**src/rtl/apb_pkg.sv**
```systemverilog
// Shared types and default widths for the APB requester bridge.
package apb_pkg;

    typedef enum logic [1:0] {
        APB_IDLE,
        APB_SETUP,
        APB_ACCESS,
        APB_RESP
    } apb_mst_state_e;

    localparam int APB_ADDR_W_DEF = 32;
    localparam int APB_DATA_W_DEF = 32;

    // Watchdog counter width; a disabled watchdog (limit 0) still needs one bit.
    function automatic int wdt_width(input int limit);
        return (limit > 0) ? $clog2(limit + 1) : 1;
    endfunction

endpackage

```
**src/rtl/apb_master_bridge_if.sv**
```systemverilog
// APB3 bus bundle between a requester (master) and a completer (slave).
interface apb_master_bridge_if
    import apb_pkg::*;
#(
    parameter int ADDR_W = APB_ADDR_W_DEF,
    parameter int DATA_W = APB_DATA_W_DEF
);

    logic [ADDR_W-1:0] paddr;
    logic              psel;
    logic              penable;
    logic              pwrite;
    logic [DATA_W-1:0] pwdata;
    logic [DATA_W-1:0] prdata;
    logic              pready;
    logic              pslverr;

    modport master (
        output paddr, psel, penable, pwrite, pwdata,
        input  prdata, pready, pslverr
    );

    modport slave (
        input  paddr, psel, penable, pwrite, pwdata,
        output prdata, pready, pslverr
    );

endinterface

```
**src/rtl/apb_wdt_cnt.sv**
```systemverilog
// Saturating watchdog: counts enabled cycles since clear and pulses expired on the
// cycle whose count reaches LIMIT. LIMIT == 0 never expires.
module apb_wdt_cnt
    import apb_pkg::*;
#(
    parameter int LIMIT = 16
) (
    input  logic pclk,
    input  logic prst,
    input  logic clear,
    input  logic enable,
    output logic expired
);

    localparam int W = wdt_width(LIMIT);
    localparam logic [W-1:0] LIMIT_W = W'(LIMIT);
    localparam logic [W-1:0] LAST_W  = W'(LIMIT - 1);

    logic [W-1:0] cnt;

    // NOTE: state registers use non-blocking assignment so every flop samples pre-edge values.
    always_ff @(posedge pclk or posedge prst) begin
        if (prst) begin
            cnt <= '0;
        end else if (clear) begin
            cnt <= '0;
        end else if (enable && (cnt != LIMIT_W)) begin
            cnt <= cnt + W'(1);
        end
    end

    // The cycle that would bump the count to LIMIT is the abort cycle.
    assign expired = (LIMIT != 0) && enable && (cnt == LAST_W);

endmodule

```
**src/rtl/apb_master_bridge.sv**
```systemverilog
// APB3 requester: one valid/ready command becomes one SETUP->ACCESS transfer, whose
// result is held on the response port until consumed. Watchdog aborts a hung completer.
module apb_master_bridge
    import apb_pkg::*;
#(
    parameter int APB_ADDR_WIDTH = APB_ADDR_W_DEF,
    parameter int APB_DATA_WIDTH = APB_DATA_W_DEF,
    parameter int TIMEOUT_CYCLES = 16
) (
    input  logic                      pclk,
    input  logic                      prst,

    input  logic                      req_valid,
    output logic                      req_ready,
    input  logic [APB_ADDR_WIDTH-1:0] req_addr,
    input  logic                      req_write,
    input  logic [APB_DATA_WIDTH-1:0] req_wdata,

    output logic                      rsp_valid,
    input  logic                      rsp_ready,
    output logic [APB_DATA_WIDTH-1:0] rsp_rdata,
    output logic                      rsp_err,
    output logic                      rsp_timeout,

    apb_master_bridge_if.master       apb
);

    apb_mst_state_e state;
    logic           wdt_clear;
    logic           wdt_enable;
    logic           wdt_expired;

    assign wdt_clear  = (state == APB_IDLE) && req_valid;
    assign wdt_enable = (state == APB_ACCESS) && !apb.pready;

    apb_wdt_cnt #(
        .LIMIT (TIMEOUT_CYCLES)
    ) u_wdt (
        .pclk    (pclk),
        .prst    (prst),
        .clear   (wdt_clear),
        .enable  (wdt_enable),
        .expired (wdt_expired)
    );

    always_ff @(posedge pclk or posedge prst) begin
        if (prst) begin
            state       <= APB_IDLE;
            req_ready   <= 1'b1;
            rsp_valid   <= 1'b0;
            rsp_rdata   <= '0;
            rsp_err     <= 1'b0;
            rsp_timeout <= 1'b0;
            apb.paddr   <= '0;
            apb.psel    <= 1'b0;
            apb.penable <= 1'b0;
            apb.pwrite  <= 1'b0;
            apb.pwdata  <= '0;
        end else begin
            case (state)
                APB_IDLE: begin
                    if (req_valid) begin
                        apb.paddr  <= req_addr;
                        apb.pwrite <= req_write;
                        apb.pwdata <= req_wdata;
                        apb.psel   <= 1'b1;
                        req_ready  <= 1'b0;
                        state      <= APB_SETUP;
                    end
                end

                APB_SETUP: begin
                    apb.penable <= 1'b1;
                    state       <= APB_ACCESS;
                end

                APB_ACCESS: begin
                    // Completion is tested first so pready on the limit cycle wins.
                    if (apb.pready) begin
                        rsp_rdata   <= (apb.pwrite || apb.pslverr) ? '0 : apb.prdata;
                        rsp_err     <= apb.pslverr;
                        rsp_timeout <= 1'b0;
                        apb.psel    <= 1'b0;
                        apb.penable <= 1'b0;
                        rsp_valid   <= 1'b1;
                        state       <= APB_RESP;
                    end else if (wdt_expired) begin
                        // Deliberate protocol exception: psel drops without pready to recover.
                        rsp_rdata   <= '0;
                        rsp_err     <= 1'b1;
                        rsp_timeout <= 1'b1;
                        apb.psel    <= 1'b0;
                        apb.penable <= 1'b0;
                        rsp_valid   <= 1'b1;
                        state       <= APB_RESP;
                    end
                end

                APB_RESP: begin
                    if (rsp_ready) begin
                        rsp_valid   <= 1'b0;
                        rsp_err     <= 1'b0;
                        rsp_timeout <= 1'b0;
                        req_ready   <= 1'b1;
                        state       <= APB_IDLE;
                    end
                end

                default: state <= APB_IDLE;
            endcase
        end
    end

endmodule
```
**src/flat_wrapper.sv**
```systemverilog
// flat-port wrapper written by rule: the top's interface ports become plain ports
module apb_master_bridge_flat import apb_pkg::*;
#(
    parameter int APB_ADDR_WIDTH = APB_ADDR_W_DEF,
    parameter int APB_DATA_WIDTH = APB_DATA_W_DEF,
    parameter int TIMEOUT_CYCLES = 16
)
  (pclk, prst, req_valid, req_ready, req_addr, req_write, req_wdata, rsp_valid, rsp_ready, rsp_rdata, rsp_err, rsp_timeout, apb_paddr, apb_psel, apb_penable, apb_pwrite, apb_pwdata, apb_prdata, apb_pready, apb_pslverr);
  apb_master_bridge_if apb_i ();
  input  logic pclk;
  input  logic prst;
  input  logic req_valid;
  output logic req_ready;
  input  logic [APB_ADDR_WIDTH-1:0] req_addr;
  input  logic req_write;
  input  logic [APB_DATA_WIDTH-1:0] req_wdata;
  output logic rsp_valid;
  input  logic rsp_ready;
  output logic [APB_DATA_WIDTH-1:0] rsp_rdata;
  output logic rsp_err;
  output logic rsp_timeout;
  output wire logic [$bits(apb_i.paddr)-1:0] apb_paddr;
  output wire logic [$bits(apb_i.psel)-1:0] apb_psel;
  output wire logic [$bits(apb_i.penable)-1:0] apb_penable;
  output wire logic [$bits(apb_i.pwrite)-1:0] apb_pwrite;
  output wire logic [$bits(apb_i.pwdata)-1:0] apb_pwdata;
  input wire logic [$bits(apb_i.prdata)-1:0] apb_prdata;
  input wire logic [$bits(apb_i.pready)-1:0] apb_pready;
  input wire logic [$bits(apb_i.pslverr)-1:0] apb_pslverr;
  assign apb_paddr = apb_i.paddr;
  assign apb_psel = apb_i.psel;
  assign apb_penable = apb_i.penable;
  assign apb_pwrite = apb_i.pwrite;
  assign apb_pwdata = apb_i.pwdata;
  assign apb_i.prdata = apb_prdata;
  assign apb_i.pready = apb_pready;
  assign apb_i.pslverr = apb_pslverr;
  apb_master_bridge #(.APB_ADDR_WIDTH(APB_ADDR_WIDTH), .APB_DATA_WIDTH(APB_DATA_WIDTH), .TIMEOUT_CYCLES(TIMEOUT_CYCLES)) u_core (.pclk(pclk), .prst(prst), .req_valid(req_valid), .req_ready(req_ready), .req_addr(req_addr), .req_write(req_write), .req_wdata(req_wdata), .rsp_valid(rsp_valid), .rsp_ready(rsp_ready), .rsp_rdata(rsp_rdata), .rsp_err(rsp_err), .rsp_timeout(rsp_timeout), .apb(apb_i));
endmodule
```
**config.mk**
```make
export PLATFORM = sky130hd
export DESIGN_NAME = apb_master_bridge_flat
export DESIGN_NICKNAME = d
export VERILOG_FILES = /design/src/rtl/apb_pkg.sv /design/src/rtl/apb_master_bridge_if.sv /design/src/rtl/apb_wdt_cnt.sv /design/src/rtl/apb_master_bridge.sv /design/src/flat_wrapper.sv
export SDC_FILE = /design/constraint.sdc
export NUM_CORES = 1
export LEC_CHECK = 0
export BUFFER_PORTS_ARGS = -buffer_cell sky130_fd_sc_hd__buf_2
export CAP_MARGIN = 20
export CORE_MARGIN = 2
export CORE_UTILIZATION = 44
export DETAILED_ROUTE_END_ITERATION = 10
export PLACE_DENSITY = 0.76
export SLEW_MARGIN = 20
export SYNTH_ARGS = -nofsm -noshare
export SYNTH_HDL_FRONTEND = slang
export SYNTH_HIERARCHICAL = 1
export SYNTH_SLANG_ARGS = --single-unit
```
**constraint.sdc**
```tcl
create_clock -name pclk -period 4.32 [get_ports pclk]
set_input_delay 0.216 -clock pclk [delete_from_list [all_inputs] [get_ports pclk]]
set_output_delay 0.216 -clock pclk [all_outputs]
set_load 0.05 [all_outputs]
```
==> impl_summary.txt, run 1 <==
----------------------------------------------------
[Timing]
  Final setup fails ... 0
  Hold violation count in the final report ... 0
  Highest achievable clock rate ... 421 MHz
  Worst Skew ... 0.00842 ns
  Slew @ Worst Pin ... 0.769 ns
  Max transition margin ... 48.7%
  Period utilization ... 54.9%
  Post-layout worst setup margin ... 1.95 ns
  Fin Setup TNS ... 0 ns
  Worst-case hold slack ... 0.0737 ns
  RSZ-0062 raised after global routing ... false
  Number of max-slew violations in the final report ... 0
  Min Clock Period, post-route ... 2.37 ns

[Clock tree]
  Setup Fix Bufs, Post-CTS ... 0
  TritonCTS Sinks ... 110
  # resized after CTS ... 0
  H-tree depth ... 3
  Reg clk slew, reported paths ... 0.09 ns
  Clock root buffer ... clkbuf_8
  Max Buffers Root-to-Sink ... 2
  Clock insertion delay at the later pin of the skew report ... 0.35 ns
  TritonCTS clock tree ... yes
  Number of buffers added by the clock tree synthesis step ... 9

[Finish]
  Count of nets after finishing ... 600
  Signed area change from the synthesized netlist to the final layout ... 28.4%
  Utilization after layout ... 57.3%
  Fraction of layout cells with a size suffix above 1 ... 60.5%
  Number of antenna diodes ... 0

[Detailed routing]
  Met3 layer wire length in the routed design ... 636 um
  Final wirelength ... 9470 um
  Post-detailed-route count of antenna-violating nets ... 0
  Iteration count of the initial detailed-routing pass ... 4
  Uppermost metal layer occupied by signal nets ... met5
  Wire length per cell ... 15.0 um
  DRC violation count after routing ... 0
  Vias per Instance ... 4.79
  Met2 wirelength from detailed routing ... 4830 um
  Wire length on met1 ... 3870 um
  Iteration-0 DRC count of the detailed router ... 171
  Overall via count from detail_route ... 3020

[Yosys]
  Number of distinct library cell variants in the gate-level netlist after synthesis ... 32
  Synthesized Nets ... 395
  Post-Synth Adder-Cell Area ... 2.20%
  Synth top area cells ... dfrtp_1 60%, mux2_4 13%, mux2_2 7.2%, a22o_1 6.4%, buf_12 2.2%
  Mean instance size in the synthesized netlist ... 16.0 um2
  Synth Area in Compound Gates ... 8.53%
  Yosys warning count ... 6
  Post-synth EDFFs ... 0
  Multiplexer fraction of the synthesized cell area ... 21.3%
  Flip-flop and latch count after synthesis ... 110
  Top FF cell, synth ... dfrtp_1
  Post-synthesis share of cell area spent on and, or, nand and nor gates ... 2.31%
  Post-synthesis xor/xnor area fraction ... 0.193%
  Async S/R FF share, synth ... 100%
  Mapped Cells ... 284
  Share of Yosys cell area claimed by the top area cell type ... 60.0%
  Cell taking the most area after synthesis ... dfrtp_1
  Share of synthesized area occupied by flip-flops and latches ... 60.6%
  Largest family of logic cells by synthesized area ... multiplexers
  Syn Std Cell Area ... 4550 um2

[Worst setup path]
  Crit path from ... u_core/state[0]
  Worst-path maximum fanout ... 9
  Setup CP Type ... register to register
  End point of the critical path ... u_core/state[1]
  Arr. time, crit path ... 2.61 ns
  Register-to-Register Path Depth ... 7
  Category of the worst setup path capture point ... register
  Setup slack on the worst flop-to-flop path ... 1.95 ns
  Startpoint of the worst-slack reg-to-reg timing path ... u_core/state[0]
  Kind of start point of the critical path ... register
  Data required time at the worst endpoint ... 4.56 ns
  Endpoint of the worst-slack reg-to-reg timing path ... u_core/state[1]

[Global route]
  Number of antenna violations at the first check in global routing ... 1
  Largest net degree at the start of global routing ... 74
  Global-route wire length before repair ... 15200 um
  Overall Global Routing Usage ... 17.2%
  Overflow after GRT ... 0
  Via count of the first global-routing pass ... 3138

[Die]
  Horizontal die dimension ... 106 um
  Number of I/O pins ... 206
  Die boundary height ... 106 um
  DIE AREA ... 11200 um2
  Area of the core ... 10200 um2
  Starting density of the core ... 44.7%
  Number of rows in the core area ... 37

[Min path]
  Class of the tightest hold or removal check ... input port to register
  Min-Delay Path Depth ... 2

[Place]
  Count of input and output buffers ... 205
  HPWL after DPL ... 6830 um
  Routability congestion estimate ... 0.764
  Placement Setup Slack ... 1.99 ns

[Flow run]
  Max-capacitance violation count ... 0

[Run status]
  Result of the run ... finished clean

----------------------------------------------------
## cell families (layout without fill, tap and decap cells)
logic type      Yosys count  in the layout
flops                   110            110
mux                      73             73
compound gates           46             46
buf+inv                  27            237
simple gates             19             19
fa+ha+maj                 8              8
xor+xnor                  1              1
## layout by cell type (no fill, tap or decap), drive strengths merged, types with 2 or more instances in the layout
cell	netlist	routed
bufinv	0	2
ha	8	8
nor2	8	8
nor2b	2	2
mux2i	4	4
mux2	69	69
a21oi	4	4
o21ai	3	3
dfrtp	109	109
and2	2	2
buf	15	208
inv	12	12
nand2b	3	3
clkbuf	0	13
a22o	33	33
a211oi	2	2
## area by class of cell
class / instances / area (um2)
Clock buffer: 13 / 149
Clock inverter: 3 / 68.8
Fill cell: 838 / 4340
Inverter: 12 / 47.5
Multi-Input combinational cell: 147 / 1570
Sequential cell: 110 / 2750
Tap cell: 136 / 170
Timing Repair Buffer: 209 / 1080
## Yosys cell counts (2+ instances only)
master	number
buf_6	4
inv_1	11
buf_4	2
nor2_1	8
a211oi_1	2
a22o_1	33
buf_12	5
dfrtp_1	109
nor2b_1	2
mux2_4	40
ha_1	8
mux2_2	29
buf_2	4
nand2b_1	3
o21ai_0	2
a21oi_1	3
mux2i_1	4
## worst min path at each step
stage / start / end / slack [ns]
2_1_floorplan: prst / u_core/u_wdt/cnt[0] / -0.005
3_3_place_gp: prst / u_core/u_wdt/cnt[1] / 0.16
3_5_place_dp: prst / u_core/u_wdt/cnt[1] / 0.16
4_1_cts: apb_prdata[20] / u_core/rsp_rdata[20] / 0.05
5_1_grt: req_wdata[23] / u_core/apb.pwdata[23] / 0.05
6_report: apb_prdata[20] / u_core/rsp_rdata[20] / 0.07
## registers in the layout (all words and copies together), names as in the netlist
signal,flops
u_core/apb.paddr,32
u_core/apb.pwdata,32
u_core/req_ready,1
u_core/rsp_timeout,1
u_core/u_wdt/cnt,5
u_core/apb.psel,1
u_core/state,2
u_core/rsp_err,1
u_core/rsp_valid,1
u_core/rsp_rdata,32
u_core/apb.pwrite,1
u_core/apb.penable,1
## worst max-delay path: stages, from the launching register on
cell and delay, ns:
dfrtp_1 0.45, inv_1 0.11, ha_1 0.37, nor2b_1 0.37, and2_1 0.23, nor2_1 0.10, a221oi_2 0.27, mux2_2 0.37
## metrics by stage
step	cell area (um2)	cells
global route	5840	630
global placement	5590	612
finish	5840	630
detailed placement	5590	612
floorplan	4550	284
CTS	5810	629
## routing by layer
metal	vias to the layer above	global-route usage (%)
met5	-	0
met4	2	5.83
met3	12	4.51
met2	116	29.6
met1	1473	21.1
li1	1417	-
## repair_timing
action                                  CTS  global route
endpoints found under the setup margin    0             0
hold buffers                              1             0
endpoints found under the hold margin     5             0
Power of run 1 is left out: the tool's default activity adds up to more than one toggle a clock period on the data nets, which glitch-free logic cannot reach.
==> inputs of run 2 (changes only) <==
==> constraint.sdc (replaced) <==
create_clock -name pclk -period 2.4 [get_ports pclk]
set_input_delay 0.12 -clock pclk [delete_from_list [all_inputs] [get_ports pclk]]
set_output_delay 0.12 -clock pclk [all_outputs]
set_load 0.05 [all_outputs]
==> impl_summary.txt, run 2 (synthesis results as in run 1) <==
----------------------------------------------------
[Timing]
  Min Clock Period, post-route ... 1.94 ns (-0.430 ns)
  Slew @ Worst Pin ... 0.561 ns (-0.208 ns)
  Number of max-slew violations in the final report ... 0 (unchanged)
  Highest achievable clock rate ... 515 MHz (+22%)
  RSZ-0062 raised after global routing ... false
  Worst Skew ... 0.0137 ns (+0.00529 ns)
  Hold violation count in the final report ... 0 (unchanged)
  Period utilization ... 81.0% (+26 points)
  Final setup fails ... 0 (unchanged)
  Fin Setup TNS ... 0 ns (unchanged)
  Max transition margin ... 62.5% (+14 points)

[Worst setup path]
  Setup CP Type ... register to register
  Category of the worst setup path capture point ... register
  Data required time at the worst endpoint ... 2.69 ns (-1.87 ns)
  Cell with the biggest individual delay on the critical path ... dfrtp_1
  Startpoint of the worst-slack reg-to-reg timing path ... u_core/u_wdt/cnt[0]
  Kind of start point of the critical path ... register
  Worst-path maximum fanout ... 33 (+24)
  Register-to-Register Path Depth ... 7 (unchanged)
  Buffer and inverter count on the worst path ... 1 (unchanged)
  Delay of the slowest critical-path stage ... 0.42 ns (-0.03 ns)
  Endpoint of the worst-slack reg-to-reg timing path ... u_core/rsp_rdata[1]
  CP dominant cell by count ... ha_1
  List of cells traversed by the critical path ... ha_1 -> and3_1 -> ha_1 -> and2_1 -> o21ai_2 -> buf_4 -> a22o_1
  Setup slack on the worst flop-to-flop path ... 0.46 ns (-1.49 ns)
  Arr. time, crit path ... 2.23 ns (-0.38 ns)
  Crit path max-delay family ... flip-flops

[Power]
  Peak ir drop on the vdd network ... 1.05 mV
  Part of the power in the clock network ... 10.1%
  Part of the total power dissipated in sequential elements ... 31.8%
  Share of power burned in combinational logic ... 58.1%
  Internal Pwr Total ... 0.00499 W
  Switching Fraction ... 50.6%
  Power density of the placed cells ... 1480 nW/um2
  Leakage power of the design ... 3.47 nW
  Sw Pwr ... 0.00511 W

[Min path]
  Terminating pin of the worst hold path ... u_core/req_ready
  Min-Delay Path Depth ... 3 (+1)
  Beginning of the worst hold path ... rsp_ready
  Class of the tightest hold or removal check ... input port to register

[Finish]
  Fraction of layout cells with a size suffix above 1 ... 51.2% (-9.4 points)
  Commonest cells after routing, fill and taps aside ... 205 x buf_2, 109 x dfrtp_1, 98 x dlygate4sd3_1
  Most common cell after layout, fill and taps aside ... buf_2
  Filler cells ... 754 (-10%)
  Final design area excluding fillers ... 6810 um2 (+17%)
  Signed area change from the synthesized netlist to the final layout ... 49.7%
  Number of antenna diodes ... 0 (unchanged)
  Largest registers in the final layout ... u_core/apb.paddr (32), u_core/apb.pwdata (32), u_core/rsp_rdata (32)
  Count of nets after finishing ... 702 (+17%)

[Place]
  HPWL after DPL ... 7120 um (+4.3%)
  Count of input and output buffers ... 205 (unchanged)
  Routability congestion estimate ... 0.810 (+6.1%)
  Dpl cell area ... 5660 um2 (+1.3%)

[Detailed routing]
  Final wirelength ... 11700 um (+23%)
  Post-detailed-route count of antenna-violating nets ... 0 (unchanged)
  DRC violation count after routing ... 0 (unchanged)
  Iteration count of the initial detailed-routing pass ... 4 (unchanged)
  Overall via count from detail_route ... 3456 (+14%)
  Iteration-0 DRC count of the detailed router ... 131 (-23%)
  Vias per Instance ... 4.72 (-1.5%)
  Wire length per cell ... 15.9 um (+6.0%)

[Global route]
  Number of antenna violations at the first check in global routing ... 0 (-1)
  Global-route wire length before repair ... 18800 um (+23%)
  Overflow after GRT ... 0 (unchanged)
  Overall Global Routing Usage ... 21.4% (+4.2 points)
  Via count of the first global-routing pass ... 3797 (+21%)
  Largest net degree at the start of global routing ... 56 (-24%)

[Clock tree]
  Max Buffers Root-to-Sink ... 2 (unchanged)
  Clock root buffer ... clkbuf_8
  Setup Fix Bufs, Post-CTS ... 0 (unchanged)
  TritonCTS Sinks ... 110 (unchanged)
  TritonCTS clock tree ... yes
  Reg clk slew, reported paths ... 0.10 ns (about the same)
  Clock insertion delay at the later pin of the skew report ... 0.36 ns (about the same)
  Number of buffers added by the clock tree synthesis step ... 9 (unchanged)
  H-tree depth ... 3 (unchanged)

[Run status]
  Result of the run ... finished clean

[Die]
  Starting density of the core ... 44.7% (unchanged)
  Area of the core ... 10200 um2 (unchanged)
  Number of rows in the core area ... 37 (unchanged)
  DIE AREA ... 11200 um2 (unchanged)
  Horizontal die dimension ... 106 um (unchanged)
  Die boundary height ... 106 um (unchanged)
  Number of I/O pins ... 206 (unchanged)

[Flow run]
  Max-capacitance violation count ... 0 (unchanged)

----------------------------------------------------
-- run 2: tightest hold or removal path, delay by kind of cell --
kind	cells	cell delay, ns
AO/OA/AOI/OAI	2	0.17
buffers and inverters	1	0.12
-- run 2: cell type report --
type	count	area, um2	area share [%]
clock buffer	10	128	1.87
clock inverter	6	45.0	0.661
inverter	12	48.8	0.717
multi-input combinational	147	1570	23.1
sequential	110	2750	40.4
tap	136	170	2.50
timing repair buffer	311	2090	30.7
-- run 2: per-stage QoR --
step           utilization (%)  setup slack (ns)  std cells  hold slack, ns  total power, W
2_1_floorplan                -             0.409        284          -0.101         0.00774
3_3_place_gp              55.5             0.520        618          0.0575         0.00881
3_5_place_dp              55.5             0.454        618          0.0608         0.00895
4_1_cts                   66.9             0.449        732          0.0131          0.0101
5_1_grt                   66.9             0.328        732         0.00435          0.0106
6_report                  66.9             0.457        732          0.0376          0.0101
-- run 2: timing repair --
| item | CTS | global route |
|---|---|---|
| gates resized for setup | 0 | 0 |
| hold buffers | 98 | 0 |
| hold endpoints to repair | 124 | 0 |
-- run 2: how the worst max path moves through the flow --
stage	from	to	slack, ns	cells after the start
CTS	u_core/state[0]	u_core/apb.paddr[10]	0.45	5
global route	u_core/u_wdt/cnt[0]	u_core/rsp_err	0.33	7
floorplan	u_core/state[0]	u_core/state[1]	0.41	8
finish	u_core/u_wdt/cnt[0]	u_core/rsp_rdata[1]	0.46	7
global placement	u_core/u_wdt/cnt[0]	u_core/rsp_timeout	0.52	7
detailed placement	u_core/u_wdt/cnt[0]	u_core/rsp_err	0.45	7
-- run 2: metal layers --
metal / GRT usage (%) / up-vias / routed length [um]
met3: 4.89 / 22 / 637
met2: 38.3 / 134 / 6080
met5: 0 / - / 0
li1: - / 1622 / -
met4: 7.71 / 0 / 257
met1: 25.2 / 1678 / 4680
-- run 2: power groups by stage --
stage	logic (W)	registers, W	clock network [W]
after floorplan	0.00175	0.00599	0
after global placement	0.00564	0.00316	0
after detailed placement	0.00574	0.00321	0
after CTS	0.00586	0.00319	0.00106
after global routing	0.00610	0.00332	0.00113
final	0.00586	0.00321	0.00101
(Power assumes the default switching activity.)
==> inputs of run 3 (changes only) <==
--- a/config.mk
+++ b/config.mk
@@ -5,12 +5,13 @@
 export SDC_FILE = /design/constraint.sdc
 export NUM_CORES = 1
 export LEC_CHECK = 0
+export ABC_AREA = 1
 export BUFFER_PORTS_ARGS = -buffer_cell sky130_fd_sc_hd__buf_2
 export CAP_MARGIN = 20
 export CORE_MARGIN = 2
-export CORE_UTILIZATION = 44
+export CORE_UTILIZATION = 43
 export DETAILED_ROUTE_END_ITERATION = 10
-export PLACE_DENSITY = 0.76
+export PLACE_DENSITY = 0.77
 export SLEW_MARGIN = 20
 export SYNTH_ARGS = -nofsm -noshare
 export SYNTH_HDL_FRONTEND = slang
==> constraint.sdc (replaced) <==
create_clock -name pclk -period 1.71 [get_ports pclk]
set_input_delay 0.0855 -clock pclk [delete_from_list [all_inputs] [get_ports pclk]]
set_output_delay 0.0855 -clock pclk [all_outputs]
set_load 0.05 [all_outputs]
==> impl_summary.txt, run 3 <==
----------------------------------------------------
[Run status]
  Result of the run ... finished clean

[Power]
  Internal Pwr Total ... 0.00649 W (+30%)
  Share of power burned in combinational logic ... 57.1% (-1.0 points)
  Switching Fraction ... 53.3% (+2.7 points)
  Part of the power in the clock network ... 12.0% (+1.9 points)
  Power density of the placed cells ... 1910 nW/um2 (+29%)
  Peak ir drop on the vdd network ... 1.09 mV (+3.7%)
  Part of the total power dissipated in sequential elements ... 31.0% (-0.8 points)
  Leakage power of the design ... 4.06 nW (+17%)
  Sw Pwr ... 0.00740 W (+45%)

[Die]
  DIE AREA ... 11800 um2 (+5.7%)
  Number of rows in the core area ... 38 (+2.7%)
  Number of I/O pins ... 206 (unchanged)
  Area of the core ... 10700 um2 (+5.5%)
  Horizontal die dimension ... 109 um (+2.8%)
  Starting density of the core ... 43.8% (-0.82 points)
  Die boundary height ... 109 um (+2.8%)

[Detailed routing]
  Iteration count of the initial detailed-routing pass ... 5 (+1)
  Final wirelength ... 14300 um (+23%)
  DRC violation count after routing ... 0 (unchanged)
  Overall via count from detail_route ... 4676 (+35%)
  Wire length per cell ... 14.6 um (-8.4%)
  Iteration-0 DRC count of the detailed router ... 332 (+150%)
  Vias per Instance ... 4.78 (+1.2%)
  Post-detailed-route count of antenna-violating nets ... 0 (unchanged)

[Place]
  Routability congestion estimate ... 0.797 (-1.6%)
  Count of input and output buffers ... 205 (unchanged)
  HPWL after DPL ... 8220 um (+16%)
  Post-Place Cells ... 854 (+38%)
  Placement Setup Slack ... 0.00838 ns (-0.446 ns)
  Dpl cell area ... 5890 um2 (+4.2%)

[Flow run]
  Max-capacitance violation count ... 0 (unchanged)

[Min path]
  Beginning of the worst hold path ... req_valid
  Terminating pin of the worst hold path ... u_core/apb.psel
  Class of the tightest hold or removal check ... input port to register
  Min-Delay Path Depth ... 3 (unchanged)

[Worst setup path]
  Delay of the slowest critical-path stage ... 0.43 ns (about the same)
  Endpoint of the worst-slack reg-to-reg timing path ... u_core/rsp_rdata[16]
  Worst-path maximum fanout ... 8 (-76%)
  Setup CP Type ... register to register
  Crit path from ... u_core/u_wdt/cnt[1]
  Arr. time, crit path ... 2.00 ns (-0.23 ns)
  Data required time at the worst endpoint ... 2.01 ns (-0.68 ns)
  CP dominant cell by count ... nand2_1
  List of cells traversed by the critical path ... ha_2 -> nand2_1 -> nor2_1 -> ha_1 -> nand2_1 -> inv_2 -> o21ai_4 -> buf_12 -> buf_6 -> nand2_1 -> o21ai_2
  Cell with the biggest individual delay on the critical path ... dfrtp_1
  Setup slack on the worst flop-to-flop path ... 0.006 ns (-0.45 ns)
  Category of the worst setup path capture point ... register
  Register-to-Register Path Depth ... 11 (+4)
  Startpoint of the worst-slack reg-to-reg timing path ... u_core/u_wdt/cnt[1]
  Kind of start point of the critical path ... register

[Yosys]
  Share of synthesized area occupied by flip-flops and latches ... 58.5% (-2.1 points)
  Mean instance size in the synthesized netlist ... 9.02 um2 (-44%)
  Synthesized Nets ... 633 (+60%)
  Share of Yosys cell area claimed by the top area cell type ... 57.9% (-2.1 points)
  Async S/R FF share, synth ... 100% (unchanged)
  Post-synth EDFFs ... 0 (unchanged)
  Synth top area cells ... dfrtp_1 58%, nand2_1 23%, o21ai_2 5.6%, buf_6 2.2%, ha_1 2.1%
  Mapped Cells ... 522 (+84%)
  Yosys warning count ... 6 (unchanged)
  Syn Std Cell Area ... 4710 um2 (+3.6%)
  Number of distinct library cell variants in the gate-level netlist after synthesis ... 24 (-25%)
  Top FF cell, synth ... dfrtp_1
  Most instantiated cells after synthesis ... 289 x nand2_1, 109 x dfrtp_1, 30 x o21ai_2, 18 x inv_1, 12 x nand3_1
  Cell taking the most area after synthesis ... dfrtp_1
  Most used standard cell by instance count after synthesis ... nand2_1
  Flip-flop and latch count after synthesis ... 110 (unchanged)

[Finish]
  Count of nets after finishing ... 944 (+34%)
  Signed area change from the synthesized netlist to the final layout ... 54.6%
  Largest registers in the final layout ... u_core/apb.paddr (32), u_core/apb.pwdata (32), u_core/rsp_rdata (32)
  Final cell count without fillers ... 979 (+34%)
  Fraction of layout cells with a size suffix above 1 ... 35.8% (-15 points)
  Commonest cells after routing, fill and taps aside ... 278 x nand2_1, 205 x buf_2, 109 x dfrtp_1
  Final design area excluding fillers ... 7280 um2 (+6.9%)
  Most common cell after layout, fill and taps aside ... nand2_1

[Global route]
  Number of antenna violations at the first check in global routing ... 1 (+1)
  Global-route wire length before repair ... 21600 um (+15%)
  Overall Global Routing Usage ... 23.2% (+1.8 points)
  Via count of the first global-routing pass ... 4688 (+23%)
  Largest net degree at the start of global routing ... 66 (+18%)
  Overflow after GRT ... 0 (unchanged)

[Clock tree]
  Reg clk slew, reported paths ... 0.10 ns (about the same)
  H-tree depth ... 3 (unchanged)
  Number of buffers added by the clock tree synthesis step ... 9 (unchanged)
  Clock insertion delay at the later pin of the skew report ... 0.36 ns (about the same)
  Clock root buffer ... clkbuf_8
  Max Buffers Root-to-Sink ... 2 (unchanged)
  TritonCTS Sinks ... 110 (unchanged)
  TritonCTS clock tree ... yes

[Timing]
  Period utilization ... 99.7% (+19 points)
  RSZ-0062 raised after global routing ... true
  Fin Setup TNS ... 0 ns (unchanged)
  Min Clock Period, post-route ... 1.70 ns (-0.239 ns)
  Final setup fails ... 0 (unchanged)
  Max transition margin ... 65.6% (+3.1 points)
  Hold violation count in the final report ... 0 (unchanged)
  Highest achievable clock rate ... 587 MHz (+14%)
  Worst Skew ... 0.0149 ns (+0.00114 ns)
  Slew @ Worst Pin ... 0.515 ns (-0.0457 ns)
  Number of max-slew violations in the final report ... 0 (unchanged)
  Post-layout worst setup margin ... 0.00590 ns (-0.451 ns)

----------------------------------------------------
==> run 3: area by class of cell <==
type / count / area (um2)
diodes: 1 / 2.50
well taps: 140 / 175
inverters: 20 / 81.3
clock inverters: 4 / 51.3
fillers: 802 / 3460
clock buffers: 12 / 165
multi-input cells: 369 / 1750
repair buffers: 323 / 2300
flip-flops and latches: 110 / 2750
==> run 3: what timing repair did <==
action,in CTS,in global routing
hold buffers,99,0
endpoints found under the hold margin,207,0
resized for setup,1,17
pin swaps,0,3
endpoints found under the setup margin,1,48
cloned,0,4
buffers inserted,0,5
==> run 3: worst max-delay path by stage <==
stage	depth (start not counted)	slack [ns]	end
3_3_place_gp	6	0.04	u_core/req_ready
3_5_place_dp	6	0.008	u_core/req_ready
6_report	11	0.006	u_core/rsp_rdata[16]
2_1_floorplan	11	0.05	u_core/rsp_err
5_1_grt	11	-0.07	u_core/rsp_rdata[7]
4_1_cts	10	0.03	u_core/rsp_rdata[31]
==> run 3: cells by family after synthesis <==
kind of cell / count (synthesis) / share of synthesized area, %
simple gates: 324 / 27.5
flops: 110 / 58.5
buf+inv: 43 / 5.26
compound gates: 36 / 6.45
fa+ha+maj: 8 / 2.12
xor+xnor: 1 / 0.186
==> run 3: stage by stage <==
| step | util [%] | hold slack, ns | total power, W |
|---|---|---|---|
| after global routing | 67.8 | 0.00344 | 0.0147 |
| after global placement | 54.9 | 0.0258 | 0.0116 |
| after floorplan | - | -0.136 | 0.00997 |
| final | 67.8 | 0.0250 | 0.0139 |
| after detailed placement | 54.9 | 0.0418 | 0.0118 |
| after CTS | 66.1 | 0.00218 | 0.0136 |
==> run 3: metal layers <==
layer	up-vias	GRT usage (%)	routed length [um]	part of all wire, %
met3	39	3.71	897	6.3
li1	2232	-	-	-
met5	-	0	0	0
met1	2182	28.2	5660	40
met2	223	40.3	7270	51
met4	0	11.1	457	3.2
==> run 3: worst max-delay path: cells and delay by family, from the launching register on <==
| kind | cells | cell delay, ns |
|---|---|---|
| compound gates | 2 | 0.22 |
| fa+ha+maj | 2 | 0.39 |
| buf+inv | 3 | 0.34 |
| flops | 1 | 0.43 |
| simple gates | 4 | 0.25 |
==> run 3: power by group through the flow <==
stage / clock [W] / combinational, W / sequential [W]
after floorplan: 0 / 0.00218 / 0.00779
after global placement: 0 / 0.00731 / 0.00426
after detailed placement: 0 / 0.00747 / 0.00429
after CTS: 0.00172 / 0.00765 / 0.00427
after global routing: 0.00181 / 0.00844 / 0.00441
final: 0.00167 / 0.00793 / 0.00430
